**config.mk**
```make
export PLATFORM = sky130hd
export DESIGN_NAME = mdu_sequencer
export DESIGN_NICKNAME = d
export VERILOG_FILES = /design/src/rtl/mdu_sequencer.sv
export SDC_FILE = /design/constraint.sdc
export NUM_CORES = 1
export LEC_CHECK = 0
export ABC_AREA = 1
export CAP_MARGIN = 25
export CORE_MARGIN = 2
export CORE_UTILIZATION = 55
export DETAILED_ROUTE_END_ITERATION = 8
export PLACE_DENSITY = 0.74
export SLEW_MARGIN = 15
export SYNTH_ARGS = -nofsm -noshare
export SYNTH_HDL_FRONTEND = slang
export SYNTH_SLANG_ARGS = --single-unit
```
**constraint.sdc**
```tcl
create_clock -name i_clk -period 7 [get_ports i_clk]
set_input_delay 1.4 -clock i_clk [delete_from_list [all_inputs] [get_ports i_clk]]
set_output_delay 1.4 -clock i_clk [all_outputs]
set_load 0.005 [all_outputs]
```
**src/rtl/mdu_sequencer.sv**
```systemverilog
// -----------------------------------------------------------------------------
// mdu_sequencer
//
// Iterative multiply/divide unit and HI/LO register pair for the EX stage.
// MULT/MULTU run a radix-2 shift-add on operand magnitudes. DIV/DIVU run a
// restoring divide on operand magnitudes. Each takes DATA_WIDTH iteration
// cycles plus one sign-fix/commit cycle. MTHI/MTLO write HI/LO in one edge.
// o_stall holds any MDU op back while a sequence is in flight.
//
// Ports
//   i_clk      clock, rising edge
//   i_reset    synchronous active-high reset
//   i_flush    pipeline flush: aborts the in-flight sequence, blocks new ops
//   i_op       000 NOP, 001 MULT, 010 MULTU, 011 DIV, 100 DIVU,
//              101 MTHI, 110 MTLO, 111 MFHI/MFLO (no action, read o_hi/o_lo)
//   i_data_a   rs: multiplicand / dividend / MTxx data
//   i_data_b   rt: multiplier / divisor
//   o_hi       HI register (product upper half / remainder)
//   o_lo       LO register (product lower half / quotient)
//   o_busy     sequence in flight
//   o_stall    combinational stall request, o_busy & (i_op != NOP)
//   o_done     one-cycle pulse the cycle after HI/LO are committed
// -----------------------------------------------------------------------------
module mdu_sequencer #(
    parameter int DATA_WIDTH    = 32,
    parameter int CTR_BUS_WIDTH = 3
) (
    input  logic                     i_clk,
    input  logic                     i_reset,
    input  logic                     i_flush,
    input  logic [CTR_BUS_WIDTH-1:0] i_op,
    input  logic [DATA_WIDTH-1:0]    i_data_a,
    input  logic [DATA_WIDTH-1:0]    i_data_b,
    output logic [DATA_WIDTH-1:0]    o_hi,
    output logic [DATA_WIDTH-1:0]    o_lo,
    output logic                     o_busy,
    output logic                     o_stall,
    output logic                     o_done
);

    localparam int W  = DATA_WIDTH;
    localparam int CW = (W > 1) ? $clog2(W) : 1;

    localparam logic [CTR_BUS_WIDTH-1:0] OP_NOP   = CTR_BUS_WIDTH'(0);
    localparam logic [CTR_BUS_WIDTH-1:0] OP_MULT  = CTR_BUS_WIDTH'(1);
    localparam logic [CTR_BUS_WIDTH-1:0] OP_MULTU = CTR_BUS_WIDTH'(2);
    localparam logic [CTR_BUS_WIDTH-1:0] OP_DIV   = CTR_BUS_WIDTH'(3);
    localparam logic [CTR_BUS_WIDTH-1:0] OP_DIVU  = CTR_BUS_WIDTH'(4);
    localparam logic [CTR_BUS_WIDTH-1:0] OP_MTHI  = CTR_BUS_WIDTH'(5);
    localparam logic [CTR_BUS_WIDTH-1:0] OP_MTLO  = CTR_BUS_WIDTH'(6);

    typedef enum logic [1:0] {
        S_IDLE = 2'd0,
        S_RUN  = 2'd1,
        S_FIX  = 2'd2
    } state_e;

    // Control state
    state_e          state_q, state_d;
    logic [CW-1:0]   ctr_q,   ctr_d;
    logic [W-1:0]    hi_q,    hi_d;
    logic [W-1:0]    lo_q,    lo_d;
    logic            done_q,  done_d;

    // Datapath state. acc holds {partial product, multiplier} for multiply and
    // {remainder, dividend/quotient} for divide; opnd holds the multiplicand
    // or divisor magnitude.
    logic [2*W-1:0]  acc_q,    acc_d;
    logic [W-1:0]    opnd_q,   opnd_d;
    logic [W-1:0]    raw_a_q,  raw_a_d;
    logic            is_div_q, is_div_d;
    logic            sign_a_q, sign_a_d;
    logic            sign_b_q, sign_b_d;

    // Combinational helpers
    logic            op_start, op_signed, op_div;
    logic [W-1:0]    mag_a, mag_b;
    logic [W:0]      mul_sum;
    logic [2*W-1:0]  mul_next;
    logic [W:0]      div_shift, div_trial;
    logic [2*W-1:0]  div_next;
    logic            neg_result;
    logic [2*W-1:0]  prod_fix;
    logic [W-1:0]    quo_fix, rem_fix;

    always_comb begin
        op_start  = (i_op == OP_MULT) || (i_op == OP_MULTU) ||
                    (i_op == OP_DIV)  || (i_op == OP_DIVU);
        op_signed = (i_op == OP_MULT) || (i_op == OP_DIV);
        op_div    = (i_op == OP_DIV)  || (i_op == OP_DIVU);

        // The most negative value maps onto itself, which is also its correct
        // unsigned magnitude.
        mag_a = (op_signed && i_data_a[W-1]) ? -i_data_a : i_data_a;
        mag_b = (op_signed && i_data_b[W-1]) ? -i_data_b : i_data_b;

        // Shift-add: add multiplicand into the upper half when the current
        // multiplier LSB is set, then shift the whole accumulator right.
        mul_sum  = {1'b0, acc_q[2*W-1:W]} + {1'b0, (acc_q[0] ? opnd_q : {W{1'b0}})};
        mul_next = {mul_sum, acc_q[W-1:1]};

        // Restoring divide: bring the next dividend bit into the remainder and
        // try subtracting. With a nonzero divisor the shifted remainder is
        // below twice the divisor, so the top trial bit is a clean borrow.
        div_shift = acc_q[2*W-1:W-1];
        div_trial = div_shift - {1'b0, opnd_q};
        div_next  = div_trial[W] ? {div_shift[W-1:0], acc_q[W-2:0], 1'b0}
                                 : {div_trial[W-1:0], acc_q[W-2:0], 1'b1};

        neg_result = sign_a_q ^ sign_b_q;
        prod_fix   = neg_result ? -acc_q : acc_q;
        quo_fix    = neg_result ? -acc_q[W-1:0] : acc_q[W-1:0];
        rem_fix    = sign_a_q ? -acc_q[2*W-1:W] : acc_q[2*W-1:W];
    end

    // NOTE: every signal written here gets a default before the case so that
    // no path leaves it unassigned and no latch is inferred.
    always_comb begin
        state_d  = state_q;
        ctr_d    = ctr_q;
        hi_d     = hi_q;
        lo_d     = lo_q;
        done_d   = 1'b0;
        acc_d    = acc_q;
        opnd_d   = opnd_q;
        raw_a_d  = raw_a_q;
        is_div_d = is_div_q;
        sign_a_d = sign_a_q;
        sign_b_d = sign_b_q;

        unique case (state_q)
            S_IDLE: begin
                if (!i_flush) begin
                    if (op_start) begin
                        state_d  = S_RUN;
                        ctr_d    = CW'(W - 1);
                        is_div_d = op_div;
                        sign_a_d = op_signed & i_data_a[W-1];
                        sign_b_d = op_signed & i_data_b[W-1];
                        raw_a_d  = i_data_a;
                        acc_d    = {{W{1'b0}}, (op_div ? mag_a : mag_b)};
                        opnd_d   = op_div ? mag_b : mag_a;
                    end else if (i_op == OP_MTHI) begin
                        hi_d = i_data_a;
                    end else if (i_op == OP_MTLO) begin
                        lo_d = i_data_a;
                    end
                end
            end

            S_RUN: begin
                if (i_flush) begin
                    state_d = S_IDLE;
                end else begin
                    acc_d = is_div_q ? div_next : mul_next;
                    if (ctr_q == '0) begin
                        state_d = S_FIX;
                    end else begin
                        ctr_d = ctr_q - CW'(1);
                    end
                end
            end

            S_FIX: begin
                state_d = S_IDLE;
                if (!i_flush) begin
                    done_d = 1'b1;
                    if (!is_div_q) begin
                        {hi_d, lo_d} = prod_fix;
                    end else if (opnd_q == '0) begin
                        lo_d = {W{1'b1}};
                        hi_d = raw_a_q;
                    end else begin
                        lo_d = quo_fix;
                        hi_d = rem_fix;
                    end
                end
            end

            default: state_d = S_IDLE;
        endcase
    end

    // NOTE: state registers use non-blocking assignments so every flop samples
    // the pre-edge value of every other flop regardless of statement order.
    always_ff @(posedge i_clk) begin
        if (i_reset) begin
            state_q <= S_IDLE;
            ctr_q   <= '0;
            hi_q    <= '0;
            lo_q    <= '0;
            done_q  <= 1'b0;
        end else begin
            state_q <= state_d;
            ctr_q   <= ctr_d;
            hi_q    <= hi_d;
            lo_q    <= lo_d;
            done_q  <= done_d;
        end
    end

    // NOTE: the sequence datapath has no reset; it is fully loaded on every
    // accepted op and is never observed while the FSM is idle.
    always_ff @(posedge i_clk) begin
        acc_q    <= acc_d;
        opnd_q   <= opnd_d;
        raw_a_q  <= raw_a_d;
        is_div_q <= is_div_d;
        sign_a_q <= sign_a_d;
        sign_b_q <= sign_b_d;
    end

    assign o_hi    = hi_q;
    assign o_lo    = lo_q;
    assign o_busy  = (state_q != S_IDLE);
    assign o_stall = o_busy & (i_op != OP_NOP);
    assign o_done  = done_q;

endmodule

```
# Word-level counts from Yosys, hierarchy flattened
# Cells that the tools add are included.
[totals]
ff_bits = 203
word_cells = 104
[op_classes]
n_addsub = 8
n_eq_ne = 18
n_mux = 40
bitwise_logic = 6
n_reduce_logical = 21
[op_table]
columns = ["cell", "n"]
rows = [
  ["$mux 32", 20],
  ["$mux 64", 6],
  ["$neg 32->32", 4],
  ["$pmux 32 s2", 2],
  ["$pmux 64 s2", 1],
  ["$neg 64->64", 1],
  ["$add 32x32->33", 1],
  ["$sub 33x32->33", 1],
  ["$logic_not 32->1", 1],
  ["$mux 5", 4],
  ["$ne 2x2->1 const B", 9],
  ["$pmux 5 s2", 1],
  ["$reduce_and 5->1", 2],
  ["$eq 3x3->1 const B", 3],
  ["$mux 2", 4],
  ["$eq 3x2->1 const B", 2],
  ["$reduce_and 3->1", 2],
  ["$reduce_and 6->1", 1],
  ["$reduce_bool 2->1", 3],
  ["$logic_not 5->1", 1],
  ["$logic_or 1x1->1", 5],
  ["$sub 5x1->5 const B", 1],
  ["$pmux 2 s2", 1],
  ["$reduce_and 4->1", 1],
  ["12 further kinds", 16],
]

# Logic depth before layout (Yosys ltp)
[depth]
ltp_word = 8
ltp_mapped = 19

# Worst setup path before layout
# Ideal clock, no wire load.
[synth_path]
path_kind = "input -> register"
startpoint = "in i_flush"
endpoint = "reg acc_q[0], enable pin"
arrival_ns = 5.916
setup_slack_ns = 0.510
stages = 1
n_path_buf = 0
cell_sequence = "o21ai_0"
[synth_via]
elab_chain_len = 2
word_cells_on_any_way = 3
[synth_lines]
columns = ["element", "line_no", "text"]
rows = [
  ["start: declaration", "30", "input logic i_flush,"],
  ["$ne 2x2->1 (no source line)", "-", ""],
  ["$reduce_and 4->1 (no source line) *", "-", ""],
  ["end signal: assignment", "205", "acc_q <= acc_d;"],
  ["end: declaration", "68", "logic [2*W-1:0] acc_q, acc_d;"],
]
# Every way passes the cells marked *; elsewhere a longest branch is shown, timed or not.
# A chain may end at the register's enable or synchronous reset.

# Worst setup path in the final report
[layout_path]
startpoint = "in i_op[0]"
endpoint = "out o_stall"
[layout_via]
elab_chain_len = 2
[layout_lines]
columns = ["element", "line_no", "text"]
rows = [
  ["start: declaration", "31", "input logic [CTR_BUS_WIDTH-1:0] i_op,"],
  ["$reduce_bool 3->1", "216", "assign o_stall = o_busy & (i_op != OP_NOP);"],
  ["$and 1x1->1", "216", ""],
  ["end: declaration", "37", "output logic o_stall,"],
]
# Every way passes these cells.

==> results.ini <==
[status]
outcome = complete, no violations

[pwr]
internal_power_mw = 2.54
power_frac_seq = 0.359
p_sw_frac = 0.388
power.leakage_nw = 10.6
power.density_nw_per_um2 = 188
p_switching_mw = 1.61
peakVddDrop_mv = 0.216
comb_power_share = 0.320
clock_power_share = 0.321

[die]
die_w_um = 193
die-area_sq_um = 37300
rows = 69
initial_core_util = 0.556
core_sq_um = 35400
chipHeight_um = 193
io_pins = 137

[route]
vias = 23300
drt_iter0_markers = 2653
routed_via_density = 6.09
drc = 0
routed_wirelength_mm = 87.6
route.detailed.wl_per_inst_um = 22.8
final_antenna_net_count = 0
drt_pre_antenna_iters = 7

[synth]
syn-num-nets = 3425
ys_types = 48
mappedNetlistArea_sq_um = 19700
synth_enable_flop_cells = 131
ys_seq_elements = 203
synth_top_cell_by_area = edfxtp_1
synth_commonest_cells = nand2_1 (970), nor2_1 (458), inv_1 (433)
synth_cells = 3283
yosysMostFrequentCell = nand2_1
yosysWarnings = 0
yosys-top-cells-area = edfxtp_1 (20%), nand2_1 (19%), nor2_1 (8.7%)
syn_avg_cell_area_sq_um = 5.99
synth_top_area_frac = 0.200
synth_seq_area_share = 0.273
synth-main-ff-cell = edfxtp_1
synthArstFlopShare = 0

[setup_path]
worstPathCellList = clkdlybuf4s50_1 > nor2_1 > a21oi_1 > clkdlybuf4s50_1
cp-start-kind = input pin
arrival_ns = 2.73
path_buf_inv = 2
end_kind = primary output
cp_common_cell = clkdlybuf4s50_1
critPathTopFamily = buffers and inverters
crit_type = input pin to primary output
cpPeakStageDelay_ns = 0.58
crit_slowest_cell = clkdlybuf4s50_1
path_max_fanout = 6
required_ns = 5.60

[place]
place.gp.congestion = 1.12
port_buffers = 136
post-place-ws_ns = 2.60
dp_hpwl_mm = 67.6

[finish]
multi_input_area_sq_um = 12200
area_growth_pct = 12.4
finish.utilization = 0.625
fillers = 3382
regArea_sq_um = 5380
drive_above_1_share = 0.0356
final_nets = 3498

[clock_tree]
insertion_delay_ns = 0.57
cts_made_buffers = 24
cts.clk_slew.worst_paths_ns = 0.06
root_buffer = clkbuf_16
cts_resized = 0
hold_buffers = 0
clock_sinks = 203
cts_tree = yes
post_cts_buffers = 0
h-tree-depth = 1
clockBufferDepth = 3

[grt]
grt-busiest-layer = met2
grt_pass1_wl_mm = 127
grt_overflow = 0
grt_max_degree = 96
track_usage = 0.460
grt_antenna_before_repair = 1
met2_usage = 0.716
grt_pass1_vias = 21700
met3_usage = 0.120
grt_use_met1 = 0.552

[timing]
hold_viol_final = 0
period_minus_slack_ns = 4.13
holdWs_ns = 0.499
rsz0062_at_grt = false
fin_skew_ns = 0.0204
layout_setup_ws_ns = 2.87
fin_tns_setup_ns = 0
slew_headroom = 0.292
worst_pin_slew_ns = 1.06
period_share = 0.589
finalSetupViolations = 0
fmax_mhz = 242
drv_slew = 0

[flow_run]
drv_cap = 0

[hold_path]
hp-class = register to register

## registers in the layout, summed over array words and instances, names as in the netlist, 2 cells and up
name     count
raw_a_q     32
ctr_q        5
state_q      2
acc_q       64
o_lo        32
opnd_q      32
o_hi        32
## layout make-up
type	count	share of cell area
Multi-Input combinational cell	2531	0.550
Clock inverter	10	0.00328
Tap cell	461	0.0261
Timing Repair Buffer	157	0.0692
Antenna cell	1	0.000113
Clock buffer	34	0.0340
Inverter	439	0.0745
Sequential cell	203	0.243
## layout by cell type, fill, tap and decap left out, drive strengths merged, types with 4 or more instances in the layout
cell type	n
and2	8
o211ai	13
inv	441
ha	70
dfxtp	72
a31oi	14
xnor2	8
o22ai	9
nor3	38
o21bai	4
clkinv	7
buf	21
nand3b	8
xor2	89
clkdlybuf4s50	136
nand2	991
o21a	6
clkbuf	34
o21ai	245
nand3	258
edfxtp	131
a21o	5
a21oi	229
nor2	472
nand4	42
or2	7
## final timing paths
path,start,endpoint,slack (ns),depth (start not counted)
max reg2reg,sign_a_q$_DFFE_PP_,o_lo[22]$_SDFFE_PP0P_,3.24,10
max,i_op[0],o_stall,2.87,4
min reg2reg,ctr_q[4]$_SDFFE_PP0P_,ctr_q[4]$_SDFFE_PP0P_,0.50,2
min,ctr_q[4]$_SDFFE_PP0P_,ctr_q[4]$_SDFFE_PP0P_,0.50,2
## power groups by stage
stage	Sequential (mW)	Combinational, mW	Clock [mW]
6_report	1.49	1.33	1.33
5_1_grt	1.49	1.44	1.35
4_1_cts	1.48	1.28	1.32
3_5_place_dp	1.51	1.27	0
3_3_place_gp	1.51	1.25	0
2_1_floorplan	1.46	0.848	0
## kinds of logic (layout without fill, tap and decap cells)
family          Yosys count  in the layout  share of synthesized area
simple gates           1829           1829                      0.385
compound gates          532            532                      0.142
fa+ha+maj                72             72                     0.0465
mux                       1              1                   0.000509
xor+xnor                 97             97                     0.0432
buf+inv                 549            640                      0.110
flops                   203            203                      0.273
other cells               0              1                          0
## metrics by stage
step | std cells | area, sq um | total power, mW
global route | 3835 | 22100 | 4.29
floorplan | 3283 | 19700 | 2.30
global placement | 3790 | 21300 | 2.75
detailed placement | 3790 | 21300 | 2.77
finish | 3836 | 22100 | 4.16
CTS | 3834 | 22100 | 4.08
## routing by layer
metal | routed length, um | up-vias
met3 | 10900 | 415
met2 | 37900 | 1557
met5 | 13 | -
met1 | 31400 | 10700
met4 | 7340 | 2
li1 | - | 10700
## worst reg2reg max path: stages, from the launching register on
cell and delay, ns:
edfxtp_1 0.33, buf_4 0.40, or2_1 0.17, nand2_1 0.51, inv_2 0.82, buf_4 0.53, nand2_1 0.20, o21ai_0 0.14
xor2_1 0.27, o21ai_0 0.14, a21oi_1 0.18
No activity file was read; power rests on OpenSTA's default activity.
